<file path="src/rtl/mux6_rr_arbiter.sv">
// mux6_rr_arbiter: round-robin arbiter that drives the select and one-hot grant of a shared 6-input mux.
//   clk     : system clock, rising edge
//   reset_n : asynchronous active-low reset
//   req     : per-requester request; bit i pairs with mux input i
//   grant   : registered one-hot grant; zero when the mux is idle
//   sel     : registered mux select (index of the granted requester); zero when idle
//   busy    : high while a grant is active
//   timeout : one-cycle pulse when a grant is force-released
//   Define MUX6_ARB_TIMEOUT_EN to bound each grant to HOLD_MAX cycles.
module mux6_rr_arbiter #(
  parameter int HOLD_MAX = 8
) (
  input  logic       clk,
  input  logic       reset_n,
  input  logic [5:0] req,
  output logic [5:0] grant,
  output logic [2:0] sel,
  output logic       busy,
  output logic       timeout
);
  typedef enum logic {IDLE, GRANT} state_t;
  if (HOLD_MAX < 1) begin : g_bad_hold
    $error("HOLD_MAX must be at least 1");
  end
  state_t     state, state_d;
  logic [5:0] grant_d;
  logic [2:0] sel_d, ptr, ptr_d, k;
  logic       busy_d, to_d;
`ifdef MUX6_ARB_TIMEOUT_EN
  localparam int CNT_W = $clog2(HOLD_MAX + 1);
  logic [CNT_W-1:0] cnt, cnt_d;
`endif
  // First requesting index at or after ptr, wrapping 5->0; scanning from the
  // far end lets the closest hit overwrite the others.
  always_comb begin
    k = 3'd0;
    for (int i = 5; i >= 0; i--) begin
      int j;
      j = int'(ptr) + i;
      j = (j >= 6) ? j - 6 : j;
      if (req[j]) k = 3'(j);
    end
  end
  always_comb begin
    state_d = state;
    grant_d = grant;
    sel_d   = sel;
    busy_d  = busy;
    ptr_d   = ptr;
    to_d    = 1'b0;
`ifdef MUX6_ARB_TIMEOUT_EN
    cnt_d   = cnt;
`endif
    if (state == IDLE) begin
      if (|req) begin
        state_d = GRANT;
        grant_d = 6'b1 << k;
        sel_d   = k;
        busy_d  = 1'b1;
        ptr_d   = (k == 3'd5) ? 3'd0 : k + 3'd1;
`ifdef MUX6_ARB_TIMEOUT_EN
        cnt_d   = '0;
`endif
      end
    end else if (!req[sel]) begin
      state_d = IDLE;
      grant_d = '0;
      sel_d   = '0;
      busy_d  = 1'b0;
    end
`ifdef MUX6_ARB_TIMEOUT_EN
    else if (cnt == CNT_W'(HOLD_MAX - 1)) begin
      state_d = IDLE;
      grant_d = '0;
      sel_d   = '0;
      busy_d  = 1'b0;
      to_d    = 1'b1;
    end else begin
      cnt_d = cnt + 1'b1;
    end
`endif
  end
  always_ff @(posedge clk or negedge reset_n) begin
    if (!reset_n) begin
      state   <= IDLE;
      grant   <= '0;
      sel     <= '0;
      busy    <= 1'b0;
      ptr     <= '0;
      timeout <= 1'b0;
`ifdef MUX6_ARB_TIMEOUT_EN
      cnt     <= '0;
`endif
    end else begin
      state   <= state_d;
      grant   <= grant_d;
      sel     <= sel_d;
      busy    <= busy_d;
      ptr     <= ptr_d;
      timeout <= to_d;
`ifdef MUX6_ARB_TIMEOUT_EN
      cnt     <= cnt_d;
`endif
    end
  end
endmodule
</file>
<file path="config.mk">
export PLATFORM = sky130hd
export DESIGN_NAME = mux6_rr_arbiter
export DESIGN_NICKNAME = d
export VERILOG_FILES = /design/src/rtl/mux6_rr_arbiter.sv
export SDC_FILE = /design/constraint.sdc
export NUM_CORES = 1
export LEC_CHECK = 0
export ABC_AREA = 0
export CAP_MARGIN = 20
export CORE_MARGIN = 10
export CORE_UTILIZATION = 51
export DETAILED_ROUTE_END_ITERATION = 12
export GPL_ROUTABILITY_DRIVEN = 0
export PLACE_DENSITY = 0.81
export SLEW_MARGIN = 15
export SYNTH_ARGS = -nofsm -noshare
export SYNTH_HDL_FRONTEND = slang
export SYNTH_SLANG_ARGS = --single-unit
export TNS_END_PERCENT = 1
</file>
<file path="constraint.sdc">
create_clock -name clk -period 3.7 [get_ports clk]
set_input_delay 0.555 -clock clk [delete_from_list [all_inputs] [get_ports clk]]
set_output_delay 0.555 -clock clk [all_outputs]
set_load 0.005 [all_outputs]
</file>
# Yosys cells after proc, flatten, opt, wreduce, memory -nomap -nowiden
# Index checks and enable logic that the tools add are counted.
[totals]
ff_bits = 14
inputBits = 8
wordCells = 83
output_inout_bits = 11
[op_classes]
order_cmp = 13
n_bitwise = 1
eq_ne = 2
reduce_logical = 4
n_addsub = 12
muxes = 45
shift = 1
[ops]
columns = ["op", "count"]
rows = [
  ["32-bit by 5-bit less-than comparator with 1-bit output, second input constant", 6],
  ["32-bit 2-to-1 mux", 6],
  ["3-bit 2-to-1 mux", 10],
  ["4-bit by 3-bit subtractor with 5-bit output, second input constant", 5],
  ["1-bit binary-select mux with 3-bit select", 7],
  ["4-bit by 3-bit greater-or-equal comparator with 1-bit output, second input constant", 5],
  ["1-bit 2-to-1 mux", 19],
  ["6-bit 2-to-1 mux", 3],
  ["3-bit by 2-bit adder with 4-bit output, second input constant", 2],
  ["3-bit by 3-bit adder with 4-bit output, second input constant", 2],
  ["6-bit OR reduction", 1],
  ["1-bit by 3-bit left shift with 6-bit output, first input constant", 1],
  ["3-bit by 1-bit adder with 4-bit output, second input constant", 1],
  ["3-bit by 4-bit less-than comparator with 1-bit output, second input constant", 1],
  ["2-bit AND reduction", 2],
  ["3-bit by 3-bit subtractor with 4-bit output, second input constant", 1],
  ["3-bit by 1-bit adder with 3-bit output, second input constant", 1],
  ["3-bit == test, second input constant", 1],
  ["3-bit greater-or-equal comparator, second input constant", 1],
  ["2-bit != test, second input constant", 1],
  ["2-bit nonzero test", 1],
  ["1-bit NOT", 1],
]

# Longest topological paths before layout
[depth]
word_depth = 15
ltp_mapped = 17
mapped_depth_nobuf = 15

# Worst setup path after synthesis
# Ideal clock, no wire load.
[synth_path]
path_type = "reg-to-reg"
startpoint = "register ptr[0]"
endpoint = "register ptr[2]"
stages_incl_launch_ff = 17
setup_time_ps = 121
arrival_ps = 3504
period_less_slack_ps = 3625
path_slack_ps = 75
path_buffers = 2
required_ps = 3579
path_cell_list = "dfrtp_1 > buf_6 > buf_6 > inv_1 > ha_1 > ha_1 > a21oi_2 > a21boi_2 > a2bb2oi_1 > nor2_1 > nor2_1 > mux2_4 > a221oi_4 > and2b_1 > ha_1 > nor2_1 > a22o_1"
[synth_via]
elab_chain_cells = 14
elab_cells_between_ends = 50
classes_between = "add/sub: 12; order compare: 6; eq/ne: 1; mux: 31"
[synth_rtl]
columns = ["item", "line", "rtl"]
rows = [
  ["start: declaration", "27", "logic [2:0] sel_d, ptr, ptr_d, k;"],
  ["start signal: assignment", "99", "ptr <= ptr_d;"],
  ["3-bit by 3-bit adder with 4-bit output", "39", "j = int'(ptr) + i;"],
  ["4-bit by 3-bit subtractor with 5-bit output / 4-bit by 3-bit greater-or-equal comparator with 1-bit output (equally long branches)", "40", "j = (j >= 6) ? j - 6 : j;"],
  ["32-bit 2-to-1 mux", "40", ""],
  ["1-bit binary-select mux with 3-bit select", "41", "if (req[j]) k = 3'(j);"],
  ["1-bit 2-to-1 mux (not written as such) (2 in a row)", "41", ""],
  ["3-bit 2-to-1 mux (5 in a row)", "41", ""],
  ["3-bit 2-to-1 mux (*)", "41", ""],
  ["3-bit by 1-bit adder with 3-bit output / 3-bit == test (equally long branches)", "60", "ptr_d = (k == 3'd5) ? 3'd0 : k + 3'd1;"],
  ["3-bit 2-to-1 mux (*)", "60", ""],
]
# Mark *: on every way between the ends. The rest lies on a longest branch, timed or not. The select of a mux whose other input is x is not followed.
# A chain may end at the register's enable or synchronous reset.

# Worst setup path after layout
[layout_path]
startpoint = "register ptr[1]"
endpoint = "register ptr[2]"
# Same word-level chain as after synthesis.

==> run_results.csv <==
group,metric,value,unit
run_status,outcome,"completed",
clock_tree,cts_tree,"yes",
floorplanning,core,3310,sq um
global_route,antenna_found_initial,0,
sta,finalSetupViolCount,0,
critical_path,startpoint_type,"register",
logic_synthesis,synth_area_leader_cell,"dfrtp_1",
clock_tree,clockBufferDepth,2,
clock_tree,clk_pin_slew,0.08,ns
global_route,grt_max_degree,15,
final_layout,nets,238,
floorplanning,die_h,78.2,microns
placement,placed_cell_area,1990,sq um
routing,wire_per_inst,16.0,microns
routing,num_vias,1554,
global_route,grt_pass1_vias,1515,
sta,tightestPinTransition,0.614,ns
sta,layout_min_cycle_time,3.42,ns
sta,setup-tns-final,0,ns
global_route,grt_first_pass_wirelength,6.87,mm
global_route,overflow,0,
sta,fmax,292,MHz
logic_synthesis,synth_area_leaders,"dfrtp_1 (20%), ha_1 (10%), mux2i_1 (4.6%)",
logic_synthesis,async_flop_share,1.00,
clock_tree,cts_buffers,3,
final_layout,drive_gt1_frac,0.192,
worst_hold_path,hold_class,"register to register",
critical_path,end_kind,"register",
final_layout,antenna_cells,0,
routing,top_layer,"met4",
logic_synthesis,synth_cell_types,71,
routing,met1_length,1.88,mm
clock_tree,root_buffer,"clkbuf_4",
logic_synthesis,synth_cells,190,
floorplanning,rows,21,
routing,routed-wl-met2,1.97,mm
floorplanning,die_w,78.2,microns
routing,drtIter0Drc,91,
logic_synthesis,synth-main-ff-cell,"dfrtp_1",
floorplanning,die-area,6110,sq um
logic_synthesis,yosysTopAreaCellShare,0.203,
clock_tree,htreeDepth,1,
critical_path,worst_path_max_delay_cell,"ha_1",
sta,relSlewSlack,0.589,
critical_path,path_cells,"inv_1 > ha_1 > clkinv_1 > ha_1 > a211o_1 > a21oi_1 > o32ai_1 > nor2_2 > o211ai_1 > o21a_1 > a221oi_4 > and2b_1 > ha_1 > nor2_1 > a22o_1",
sta,fin_crit_sh,0.926,
logic_synthesis,yosysWarnings,0,
placement,port-buffer-count,17,
critical_path,critical_path.top_delay_family,"compound AO/OA/AOI/OAI gates",
global_route,grt_usage,0.133,
logic_synthesis,syn-num-nets,212,
sta,holdWs,0.480,ns
clock_tree,cts_setup_buffers,0,
critical_path,crit_top_cell,"ha_1",
critical_path,crit_buf_inv,2,
sta,finClkSkew,0.00748,ns
routing,wl_met3,220,microns
clock_tree,clock_sinks,14,
logic_synthesis,synth_edf_count,0,
final_layout,fillers,293,
floorplanning,start_util,0.522,
critical_path,critPathMaxStageDelay,0.43,ns
critical_path,crit_required,3.88,ns
placement,hpwl,3.37,mm
final_layout,layout_commonest_cell,"clkdlybuf4s50_1",
logic_synthesis,synth_seq_area_share,0.203,
routing,drtAntennaViolNets,0,
sta,finalHoldViolations,0,
floorplanning,pin_count,19,
critical_path,criticalPathCategory,"register to register",
clock_tree,clock_latency,0.28,ns
sta,slew_violations,0,
final_layout,fin_area,2020,sq um
sta,rsz0062_at_grt,"false",
routing,drt-pass1-iter-count,4,
routing,drc,0,
final_layout,syn_to_final_growth,16.9,%
routing,finalWirelength,4.16,mm
logic_synthesis,synthesis.area,1730,sq um
logic_synthesis,synth_area_per_cell,9.09,sq um
critical_path,cp_max_fo,7,
routing,drt-vias-per-instance,5.98,
final_layout,layout_common_cells,"clkdlybuf4s50_1 (17), nand2_1 (16), ha_1 (14), dfrtp_1 (14), nor2_1 (13)",
logic_synthesis,synth.ff_latch_count,14,
critical_path,worst_ep_arrival_time,3.60,ns
flow_run,max_cap_viol_count,0,
worst reg2reg max path, cell delays in order (launching register included):
cell      delay [ns]
dfrtp_1         0.39
inv_1           0.07
ha_1            0.43
clkinv_1        0.14
ha_1            0.23
a211o_1         0.28
a21oi_1         0.21
o32ai_1         0.15
nor2_2          0.17
o211ai_1        0.12
o21a_1          0.15
a221oi_4        0.24
and2b_1         0.21
ha_1            0.26
nor2_1          0.04
a22o_1          0.20
logic make-up after synthesis:
| group | count (synthesis) | synth area share |
|---|---|---|
| compound gates | 57 | 0.272 |
| other cells | 1 | 0.00217 |
| fa+ha+maj | 14 | 0.101 |
| mux | 17 | 0.129 |
| simple gates | 62 | 0.193 |
| buf+inv | 17 | 0.0536 |
| xor+xnor | 8 | 0.0449 |
| flops | 14 | 0.203 |
cell usage after synthesis, types with 2 or more instances:
cell	number
nand2_1	16
dfrtp_1	14
ha_1	14
nor2_1	14
a21oi_1	11
inv_1	8
mux2i_1	8
o21ai_0	6
xnor2_1	6
nand2b_1	4
o21ai_1	4
buf_6	3
mux2_4	3
mux2i_2	3
nand3_1	3
nand3b_1	3
or2_1	3
a211oi_1	2
a211oi_2	2
a21boi_0	2
a221oi_2	2
a22o_1	2
a31oi_1	2
and2_1	2
and3_1	2
buf_2	2
nor2_2	2
nor2b_1	2
o21a_1	2
or3_1	2
final timing paths:
path,from,endpoint,slack [ns],cells past startpoint
max in group asynchronous,reset_n,grant[0]$_DFFE_PN0P_,2.65,1
hold / removal,grant[4]$_DFFE_PN0P_,grant[4]$_DFFE_PN0P_,0.48,1
setup reg to reg,ptr[1]$_DFFE_PN0P_,ptr[2]$_DFFE_PN0P_,0.28,15
min in group asynchronous,reset_n,grant[5]$_DFFE_PN0P_,0.65,1
setup / recovery,ptr[1]$_DFFE_PN0P_,ptr[2]$_DFFE_PN0P_,0.28,15
hold reg to reg,grant[4]$_DFFE_PN0P_,grant[4]$_DFFE_PN0P_,0.48,1
area by class of cell:
class / count / area (sq um) / area share
Clock buffer: 3 / 22.5 / 0.0112
Inverter: 9 / 33.8 / 0.0167
Multi-Input combinational cell: 159 / 1290 / 0.641
Sequential cell: 14 / 350 / 0.174
Tap cell: 46 / 57.6 / 0.0285
Timing Repair Buffer: 29 / 260 / 0.129
registers in the layout, summed over array words and instances, names as in the netlist:
signal  flops
sel         3
busy        1
state       1
grant       6
ptr         3
per-stage QoR:
stage | std cells | worst slack, ns | utilization
6_report | 260 | 0.275 | 0.610
5_1_grt | 260 | 0.00613 | 0.610
4_1_cts | 260 | 0.236 | 0.607
3_5_place_dp | 257 | 0.253 | 0.600
3_3_place_gp | 257 | 0.313 | 0.600
2_1_floorplan | 190 | 0.0755 | -
layer usage:
metal / global-route usage / up-vias
met5: 0 / -
met4: 0.0466 / 0
met3: 0.0342 / 11
met2: 0.225 / 45
met1: 0.159 / 752
li1: - / 746
repair_timing:
item                                    CTS  global route
hold buffers                              0             0
endpoints found under the setup margin    0             1
gates resized for setup                   0             2
Power is left out: the tool's default activity adds up to more than one toggle a clock period on the data nets, which glitch-free logic cannot reach.
